--- config.mk ---
export PLATFORM = sky130hd
export DESIGN_NAME = axi_lite_arbiter
export DESIGN_NICKNAME = d
export VERILOG_FILES = /design/src/rtl/riscv_axi_pkg.sv /design/src/rtl/rr_pick.sv /design/src/rtl/axi_lite_arbiter.sv
export SDC_FILE = /design/constraint.sdc
export NUM_CORES = 1
export LEC_CHECK = 0
export ABC_AREA = 0
export CORE_AREA = 2 2 148 150
export CTS_CLUSTER_DIAMETER = 30
export DETAILED_ROUTE_END_ITERATION = 10
export DIE_AREA = 0 0 150 152
export GPL_ROUTABILITY_DRIVEN = 0
export SETUP_SLACK_MARGIN = 0.02
export SLEW_MARGIN = 0
export SYNTH_ARGS = -nofsm -noshare
export SYNTH_HDL_FRONTEND = slang
export SYNTH_SLANG_ARGS = --single-unit
export TNS_END_PERCENT = 10
--- constraint.sdc ---
create_clock -name clk -period 1.9 [get_ports clk]
set_input_delay 0.285 -clock clk [delete_from_list [all_inputs] [get_ports clk]]
set_output_delay 0.285 -clock clk [all_outputs]
set_load 0.02 [all_outputs]
--- src/rtl/riscv_axi_pkg.sv ---
// Shared AXI-lite constants and arbiter types for the riscv core memory port.
package riscv_axi_pkg;

    localparam logic [1:0] RESP_OKAY   = 2'b00;
    localparam logic [1:0] RESP_EXOKAY = 2'b01;
    localparam logic [1:0] RESP_SLVERR = 2'b10;
    localparam logic [1:0] RESP_DECERR = 2'b11;

    localparam logic [2:0] PROT_INSTR  = 3'b100;
    localparam logic [2:0] PROT_DATA   = 3'b000;

    typedef enum logic [2:0] {
        ST_IDLE,
        ST_RADDR,
        ST_RDATA,
        ST_WADDR,
        ST_WRESP
    } arb_state_t;

    typedef enum logic {
        OWN_I,
        OWN_D
    } arb_owner_t;

endpackage

--- src/rtl/rr_pick.sv ---
// Combinational two-way round-robin selector: req[0] = I, req[1] = D.
module rr_pick (
    input  logic [1:0] req,
    input  logic       last_d,
    output logic       gnt_valid,
    output logic       gnt_d
);

    // On a tie grant whoever was not granted last; a lone requester wins outright.
    always_comb begin
        gnt_valid = |req;
        gnt_d     = 1'b0;
        if (req[0] && req[1]) begin
            gnt_d = ~last_d;
        end else begin
            gnt_d = req[1];
        end
    end

endmodule

--- src/rtl/axi_lite_arbiter.sv ---
// Shares one AXI-lite memory port between instruction fetch (I) and the LSU (D),
// one transaction outstanding at a time.
module axi_lite_arbiter
    import riscv_axi_pkg::*;
#(
    parameter int ADDR_W = 32,
    parameter int DATA_W = 32
) (
    input  logic                clk,
    input  logic                reset,

    input  logic                i_arvalid,
    output logic                i_arready,
    input  logic [ADDR_W-1:0]   i_araddress,
    input  logic [2:0]          i_arprot,
    output logic                i_rvalid,
    input  logic                i_rready,
    output logic [DATA_W-1:0]   i_rdata,
    output logic [1:0]          i_rresp,

    input  logic                d_arvalid,
    output logic                d_arready,
    input  logic [ADDR_W-1:0]   d_araddress,
    input  logic [2:0]          d_arprot,
    output logic                d_rvalid,
    input  logic                d_rready,
    output logic [DATA_W-1:0]   d_rdata,
    output logic [1:0]          d_rresp,
    input  logic                d_awvalid,
    output logic                d_awready,
    input  logic [ADDR_W-1:0]   d_awaddress,
    input  logic [2:0]          d_awprot,
    input  logic                d_wvalid,
    output logic                d_wready,
    input  logic [DATA_W-1:0]   d_wdata,
    input  logic [DATA_W/8-1:0] d_wstrb,
    output logic                d_bvalid,
    input  logic                d_bready,
    output logic [1:0]          d_bresp,

    output logic                arvalid,
    input  logic                arready,
    output logic [ADDR_W-1:0]   araddress,
    output logic [2:0]          arprot,
    input  logic                rvalid,
    output logic                rready,
    input  logic [DATA_W-1:0]   rdata,
    input  logic [1:0]          rresp,
    output logic                awvalid,
    input  logic                awready,
    output logic [ADDR_W-1:0]   awaddress,
    output logic [2:0]          awprot,
    output logic                wvalid,
    input  logic                wready,
    output logic [DATA_W-1:0]   wdata,
    output logic [DATA_W/8-1:0] wstrb,
    input  logic                bvalid,
    output logic                bready,
    input  logic [1:0]          bresp
);

    arb_state_t            state_q, state_d;
    arb_owner_t            owner_q, owner_d;
    arb_owner_t            last_grant_q, last_grant_d;
    logic [ADDR_W-1:0]     addr_q, addr_d;
    logic [2:0]            prot_q, prot_d;
    logic [DATA_W-1:0]     wdata_q, wdata_d;
    logic [DATA_W/8-1:0]   wstrb_q, wstrb_d;
    logic                  aw_pend_q, aw_pend_d;
    logic                  w_pend_q, w_pend_d;

    logic                  d_wr_req;
    logic                  pick_valid;
    logic                  pick_d;
    logic                  aw_done;
    logic                  w_done;

    assign d_wr_req = d_awvalid && d_wvalid;

    rr_pick u_rr_pick (
        .req       ({d_wr_req || d_arvalid, i_arvalid}),
        .last_d    (last_grant_q == OWN_D),
        .gnt_valid (pick_valid),
        .gnt_d     (pick_d)
    );

    assign aw_done = !aw_pend_q || awready;
    assign w_done  = !w_pend_q  || wready;

    // Next-state, payload capture and requester readys; readys are held off while in reset.
    always_comb begin
        state_d      = state_q;
        owner_d      = owner_q;
        last_grant_d = last_grant_q;
        addr_d       = addr_q;
        prot_d       = prot_q;
        wdata_d      = wdata_q;
        wstrb_d      = wstrb_q;
        aw_pend_d    = aw_pend_q;
        w_pend_d     = w_pend_q;
        i_arready    = 1'b0;
        d_arready    = 1'b0;
        d_awready    = 1'b0;
        d_wready     = 1'b0;

        case (state_q)
            ST_IDLE: begin
                if (reset && pick_valid) begin
                    if (!pick_d) begin
                        i_arready = 1'b1;
                        owner_d   = OWN_I;
                        addr_d    = i_araddress;
                        prot_d    = i_arprot;
                        state_d   = ST_RADDR;
                    end else if (d_wr_req) begin
                        d_awready = 1'b1;
                        d_wready  = 1'b1;
                        owner_d   = OWN_D;
                        addr_d    = d_awaddress;
                        prot_d    = d_awprot;
                        wdata_d   = d_wdata;
                        wstrb_d   = d_wstrb;
                        aw_pend_d = 1'b1;
                        w_pend_d  = 1'b1;
                        state_d   = ST_WADDR;
                    end else begin
                        d_arready = 1'b1;
                        owner_d   = OWN_D;
                        addr_d    = d_araddress;
                        prot_d    = d_arprot;
                        state_d   = ST_RADDR;
                    end
                end
            end
            ST_RADDR: begin
                if (arready) begin
                    state_d = ST_RDATA;
                end
            end
            ST_RDATA: begin
                if (rvalid && rready) begin
                    state_d      = ST_IDLE;
                    last_grant_d = owner_q;
                end
            end
            ST_WADDR: begin
                if (awready) begin
                    aw_pend_d = 1'b0;
                end
                if (wready) begin
                    w_pend_d = 1'b0;
                end
                if (aw_done && w_done) begin
                    state_d = ST_WRESP;
                end
            end
            ST_WRESP: begin
                if (bvalid && d_bready) begin
                    state_d      = ST_IDLE;
                    last_grant_d = OWN_D;
                end
            end
            default: begin
                state_d = ST_IDLE;
            end
        endcase
    end

    // External valids from state; responses pass straight through to the owner only.
    always_comb begin
        arvalid  = (state_q == ST_RADDR);
        awvalid  = (state_q == ST_WADDR) && aw_pend_q;
        wvalid   = (state_q == ST_WADDR) && w_pend_q;
        rready   = 1'b0;
        bready   = 1'b0;
        i_rvalid = 1'b0;
        i_rdata  = '0;
        i_rresp  = '0;
        d_rvalid = 1'b0;
        d_rdata  = '0;
        d_rresp  = '0;
        d_bvalid = 1'b0;
        d_bresp  = '0;

        if (state_q == ST_RDATA) begin
            if (owner_q == OWN_I) begin
                rready   = i_rready;
                i_rvalid = rvalid;
                i_rdata  = rdata;
                i_rresp  = rresp;
            end else begin
                rready   = d_rready;
                d_rvalid = rvalid;
                d_rdata  = rdata;
                d_rresp  = rresp;
            end
        end

        if (state_q == ST_WRESP) begin
            bready   = d_bready;
            d_bvalid = bvalid;
            d_bresp  = bresp;
        end
    end

    assign araddress = addr_q;
    assign arprot    = prot_q;
    assign awaddress = addr_q;
    assign awprot    = prot_q;
    assign wdata     = wdata_q;
    assign wstrb     = wstrb_q;

    // State and payload registers with synchronous active-low reset.
    always_ff @(posedge clk) begin
        if (!reset) begin
            state_q      <= ST_IDLE;
            owner_q      <= OWN_I;
            last_grant_q <= OWN_D;
            addr_q       <= '0;
            prot_q       <= '0;
            wdata_q      <= '0;
            wstrb_q      <= '0;
            aw_pend_q    <= 1'b0;
            w_pend_q     <= 1'b0;
        end else begin
            state_q      <= state_d;
            owner_q      <= owner_d;
            last_grant_q <= last_grant_d;
            addr_q       <= addr_d;
            prot_q       <= prot_d;
            wdata_q      <= wdata_d;
            wstrb_q      <= wstrb_d;
            aw_pend_q    <= aw_pend_d;
            w_pend_q     <= w_pend_d;
        end
    end

endmodule

# After elaboration in Yosys (flattened, before gate mapping)
# Cells that the tools add are included.
[word_totals]
inputBits = 191
ff_bits = 78
mem_count = 0
mem_bits_ro = 0
wordCells = 98
output_inout_bits = 188
ramBits = 0
latch_bits = 0
[classes]
n_mul = 0
div_mod_pow = 0
n_reduce_logical = 23
n_eq_ne = 13
shifts = 0
magnitude_cmp = 0
bitwise_logic = 1
mux = 52
n_addsub = 0
[op_table]
columns = ["cell", "n"]
rows = [
  ["2-to-1 mux 32 bit", 6],
  ["2-to-1 mux 1 bit", 28],
  ["2-to-1 mux 3 bit", 7],
  ["!= test 2 bit (second input constant)", 8],
  ["one-hot mux 3 bit (5 select lines)", 1],
  ["AND reduction 5 bit", 3],
  ["2-to-1 mux 2 bit", 7],
  ["logical AND 1 bit", 8],
  ["== test 3 x 2 -> 1 bit (second input constant)", 2],
  ["one-hot mux 1 bit (2 select lines)", 3],
  ["AND reduction 4 bit", 1],
  ["nonzero test 2 bit", 2],
  ["== test 3 x 1 -> 1 bit (second input constant)", 1],
  ["== test 3 bit (second input constant)", 1],
  ["zero test 3 bit", 1],
  ["logical OR 1 bit", 3],
  ["AND reduction 3 bit", 1],
  ["zero test 1 bit", 2],
  ["!= test 2 x 1 -> 1 bit (second input constant)", 1],
  ["AND reduction 2 bit", 1],
  ["OR reduction 2 bit", 1],
  ["inverter 1 bit", 1],
]

# Longest topological paths before layout
[depth]
depth_word = 7
depth_mapped = 7
mapped_depth_nobuf = 4

# Modules after synthesis
# A second synthesis with hierarchy kept.
[hier_totals]
hier_cells = 569
hier_area_um2 = 4441.8
[by_module_without_submodules]
columns = ["mod", "seq_area_each_um2", "n_inst", "cells_each", "area_per_inst_um2"]
rows = [
  ["axi_lite_arbiter", 1561.5, 1, 567, 4428.0],
  ["rr_pick", 0.0, 1, 2, 13.8],
]

# Least setup slack after synthesis
# Ideal clock, no wire load.
[synth_timing]
path_type = "reg2out"
start = "reg state_q[0]"
end = "out d_arready"
path_buffers = 3
required_ps = 1615
arrival_time_ps = 1597
path_stages_with_launch = 7
path_slack_ps = 18
cell_sequence = "dfxtp_1 -> buf_2 -> nor3_4 -> nand3_4 -> buf_6 -> buf_6 -> nor3_1"
[synth_via]
elab_chain_cells = 2
[synth_rtl]
columns = ["element", "line_no", "text"]
rows = [
  ["start, declared", "axi_lite_arbiter.sv:62", "arb_state_t state_q, state_d;"],
  ["start signal, assigned", "axi_lite_arbiter.sv:226", "state_q <= state_d;"],
  ["zero test 3 bit", "axi_lite_arbiter.sv:106", "case (state_q)"],
  ["2-to-1 mux 1 bit", "axi_lite_arbiter.sv:106", ""],
  ["end, declared", "axi_lite_arbiter.sv:22", "output logic d_arready,"],
]
# Every way passes these cells.

# Final worst setup path
[layout_timing]
start = "reg state_q[0]"
end = "out d_wready"
[layout_via]
elab_chain_cells = 2
[layout_rtl]
columns = ["element", "line_no", "text"]
rows = [
  ["zero test 3 bit", "axi_lite_arbiter.sv:106", ""],
  ["2-to-1 mux 1 bit", "axi_lite_arbiter.sv:106", ""],
  ["end, declared", "axi_lite_arbiter.sv:34", "output logic d_wready,"],
]
# Every way passes these cells.

==> run_results.csv <==
group,metric,value,unit
logic_synthesis,synth-compound-area-share,14.99,%
detailed_routing,routed_wirelength,18680,um
logic_synthesis,postSynthAreaPerCell,7.381,um2
worst_setup_path,worstSetupStartpointType,"register",
power,comb_power_share,35.0,%
logic_synthesis,ys_warn_count,0,
logic_synthesis,synthMuxAreaShare,0.4417,%
logic_synthesis,synth_common_cells,"nand2_1, dfxtp_1, and2_1",
power,ir_drop,0.3906,mV
cells_and_area,fin_cells,1252,
logic_synthesis,netlist_area,0.004532,mm2
logic_synthesis,synth-seq-cells,78,
floorplan,die_area,0.02280,mm2
timing,rsz0062_at_grt,"true",
global_routing,grt_max_degree,71,
logic_synthesis,synth_largest_area_cell,"dfxtp_1",
cts,h-tree-depth,3,
floorplan,core-area,0.02135,mm2
logic_synthesis,synth_top_family_by_area,"simple AND/OR/NAND/NOR gates",
cts,cts-root-buf,"clkbuf_16",
detailed_routing,wire_per_inst,14.92,um
logic_synthesis,synth_flop_cell,"dfxtp_1",
worst_setup_path,crit_chain,"buf_6, nor3_4, nand4_1, inv_1, buf_4",
floorplan,core.rowCount,54,
timing,fmaxAchievable,527.2,MHz
logic_synthesis,netlist_top_cells_area,"dfxtp_1, and2_1, nand2_1",
power,power_density,636.7,mW/mm2
job,cap_violations,0,
cts,cts_buffers,9,
global_routing,grt_overflow,0,
cts,cts_tree,"done",
timing,fin_crit,1.897,ns
timing,drv_slew,0,
global_routing,gr-usage-all-layers,15.45,%
detailed_routing,viasPerCell,4.169,
worst_setup_path,path_delay_family,"simple AND/OR/NAND/NOR gates",
placement,dp_hpwl,14040,um
cts,cts_hold_buf,0,
status,outcome,"completed",
logic_synthesis,synth-simple-area-share,35.04,%
cts,cts_buffer_depth,2,
worst_setup_path,crit_buf_inv,3,
global_routing,antenna_found_initial,0,
global_routing,grt_pass1_vias,4970,
worst_setup_path,crit_slowest_cell,"dfxtp_2",
detailed_routing,route.vias.total,5220,
worst_setup_path,max_stage_delay,0.34,ns
detailed_routing,drtPass1Iterations,4,
timing,setup-violations-final,0,
timing,max_slew_margin,67.17,%
worst_setup_path,crit_arrival,1.61,ns
cells_and_area,drive_above_1_share,18.52,%
logic_synthesis,synth_edf_count,0,
power,p_leak,3.805,nW
logic_synthesis,synthesis.nets,805,
cells_and_area,syn_to_final_growth,89.81,%
detailed_routing,drcViolationCount,0,
timing,hold_viol_final,0,
floorplan,die_x,150,um
power,internal-power,0.003722,W
logic_synthesis,synth_most_common_cell,"nand2_1",
timing,tightest_slew,0.4924,ns
cells_and_area,layout.nets,1158,
cells_and_area,fin_util,40.29,%
logic_synthesis,yosysTopAreaCellShare,34.46,%
logic_synthesis,synth_cell_types,39,
cells_and_area,n_antenna_cell,0,
worst_setup_path,path_max_fanout,8,
logic_synthesis,synth_xor_area_share,0,%
logic_synthesis,ys_seq_area_share,34.46,%
timing,period_share,99.84,%
worst_setup_path,critical_path_class,"register to output pin",
cts,cts.reportedPaths.clkPinSlew,0.07,ns
worst_setup_path,crit_required,1.62,ns
cts,clk_latency,0.34,ns
power,p_sw,0.001756,W
power,p_seq_share,34.6,%
power,pwr-share-clk,30.4,%
worst_setup_path,critPathCaptureType,"output pin",
detailed_routing,ant_nets,0,
logic_synthesis,synth_cells,614,
logic_synthesis,async_flop_share,0,%
detailed_routing,drt_iter0_drc,224,
logic_synthesis,synthAdderAreaFrac,0,%
power,p_total,0.005477,W
cells_and_area,fillers,2306,
power,p_sw_share,32.05,%
cts,clock-sinks,78,
floorplan,die_h,152,um
floorplan,pin_count,379,
global_routing,grt_pass1_wl,27920,um
min_path,hold_class,"register to register",
floorplan,start_util,21.23,%
placement,dp_cells,1229,
placement,port_buffers,378,
timing,clock_skew,0.004443,ns
[flip-flops by register name, indices dropped and copies added, names as in the netlist]
signal and flops:
owner_q 1, last_grant_q 1, aw_pend_q 1, araddress 32, wstrb 4, arprot 3
wdata 32, state_q 3, w_pend_q 1
[worst register-to-register path: cells and delay by family, from the launching register on]
kind | cells | cell delay (ns)
buf+inv | 3 | 0.55
compound gates | 1 | 0.09
flops | 1 | 0.34
simple gates | 3 | 0.63
[cell usage in the layout (no fill, tap or decap), types with 3 or more instances in the layout]
cell and instances:
clkinvlp_4 4, clkdlybuf4s50_1 292, nand2_1 112, inv_1 40
and2_1 73, buf_6 5, buf_12 7, nor2_1 38
o21ai_1 31, nor2_4 3, clkbuf_16 11, o31ai_1 18
a21oi_1 3, nand2b_1 4, dlygate4sd2_1 3, nand3_1 39
dfxtp_1 74, o21ai_0 9, and3_1 37, buf_2 67
dfxtp_2 4, buf_4 44, o31ai_2 17, inv_6 3
[timing repair]
item,in CTS,in global routing
pin swaps,3,4
setup buffers,0,5
resized for setup,296,64
setup endpoints to repair,82,80
cloned,0,2
endpoints found under the hold margin,0,0
[final cells by class]
cell class | count | area, um2 | area share, %
repair buffers | 424 | 3901 | 45.35
multi-input cells | 414 | 2352 | 27.35
flip-flops and latches | 78 | 1567 | 18.21
well taps | 280 | 350.3 | 4.073
clock buffers | 9 | 225.2 | 2.618
inverters | 40 | 150.1 | 1.745
clock inverters | 7 | 56.30 | 0.6545
[final timing paths]
kind                      startpoint                     end  slack [ns]  cells past startpoint
min reg2reg   wdata[25]$_SDFFE_PN0P_  wdata[25]$_SDFFE_PN0P_        0.46                      2
max          state_q[0]$_SDFFE_PN0P_                d_wready       0.003                      5
max reg2reg  state_q[0]$_SDFFE_PN0P_   wstrb[3]$_SDFFE_PN0P_        0.16                      7
min           wdata[25]$_SDFFE_PN0P_  wdata[25]$_SDFFE_PN0P_        0.46                      2
[stage by stage]
step	hold WS (ns)	TNS, ns	instance area (um2)	setup WS [ns]
CTS	0.4614	-1.738	8676	-0.1253
floorplan	0.4199	0	4537	0.1808
global placement	0.4444	-15.68	8507	-0.4392
finish	0.4562	0	8602	0.003111
detailed placement	0.4520	-18.13	8507	-0.4337
global route	0.4775	-0.1914	8602	-0.05051
[power groups by stage]
stage / Combinational [W] / Sequential [W] / Clock [W]
6_report: 0.00192 / 0.00189 / 0.00167
3_5_place_dp: 0.00190 / 0.00193 / 0
4_1_cts: 0.00188 / 0.00189 / 0.00174
2_1_floorplan: 0.000779 / 0.00205 / 0
5_1_grt: 0.00206 / 0.00191 / 0.00179
3_3_place_gp: 0.00189 / 0.00192 / 0
[cell families (layout without fill, tap and decap cells)]
logic type             Yosys count  in the layout
buffers and inverters          122            480
AOI/OAI and AO/OA               92             92
and+or+nand+nor                320            320
DFF                             78             78
muxes                            2              2
[layer usage]
metal | global-route usage, % | wire length [um]
met5 | 0 | 0
met1 | 19.68 | 8127
met3 | 5.285 | 1611
met2 | 24.35 | 8516
met4 | 5.121 | 429
(Power assumes the default switching activity.)
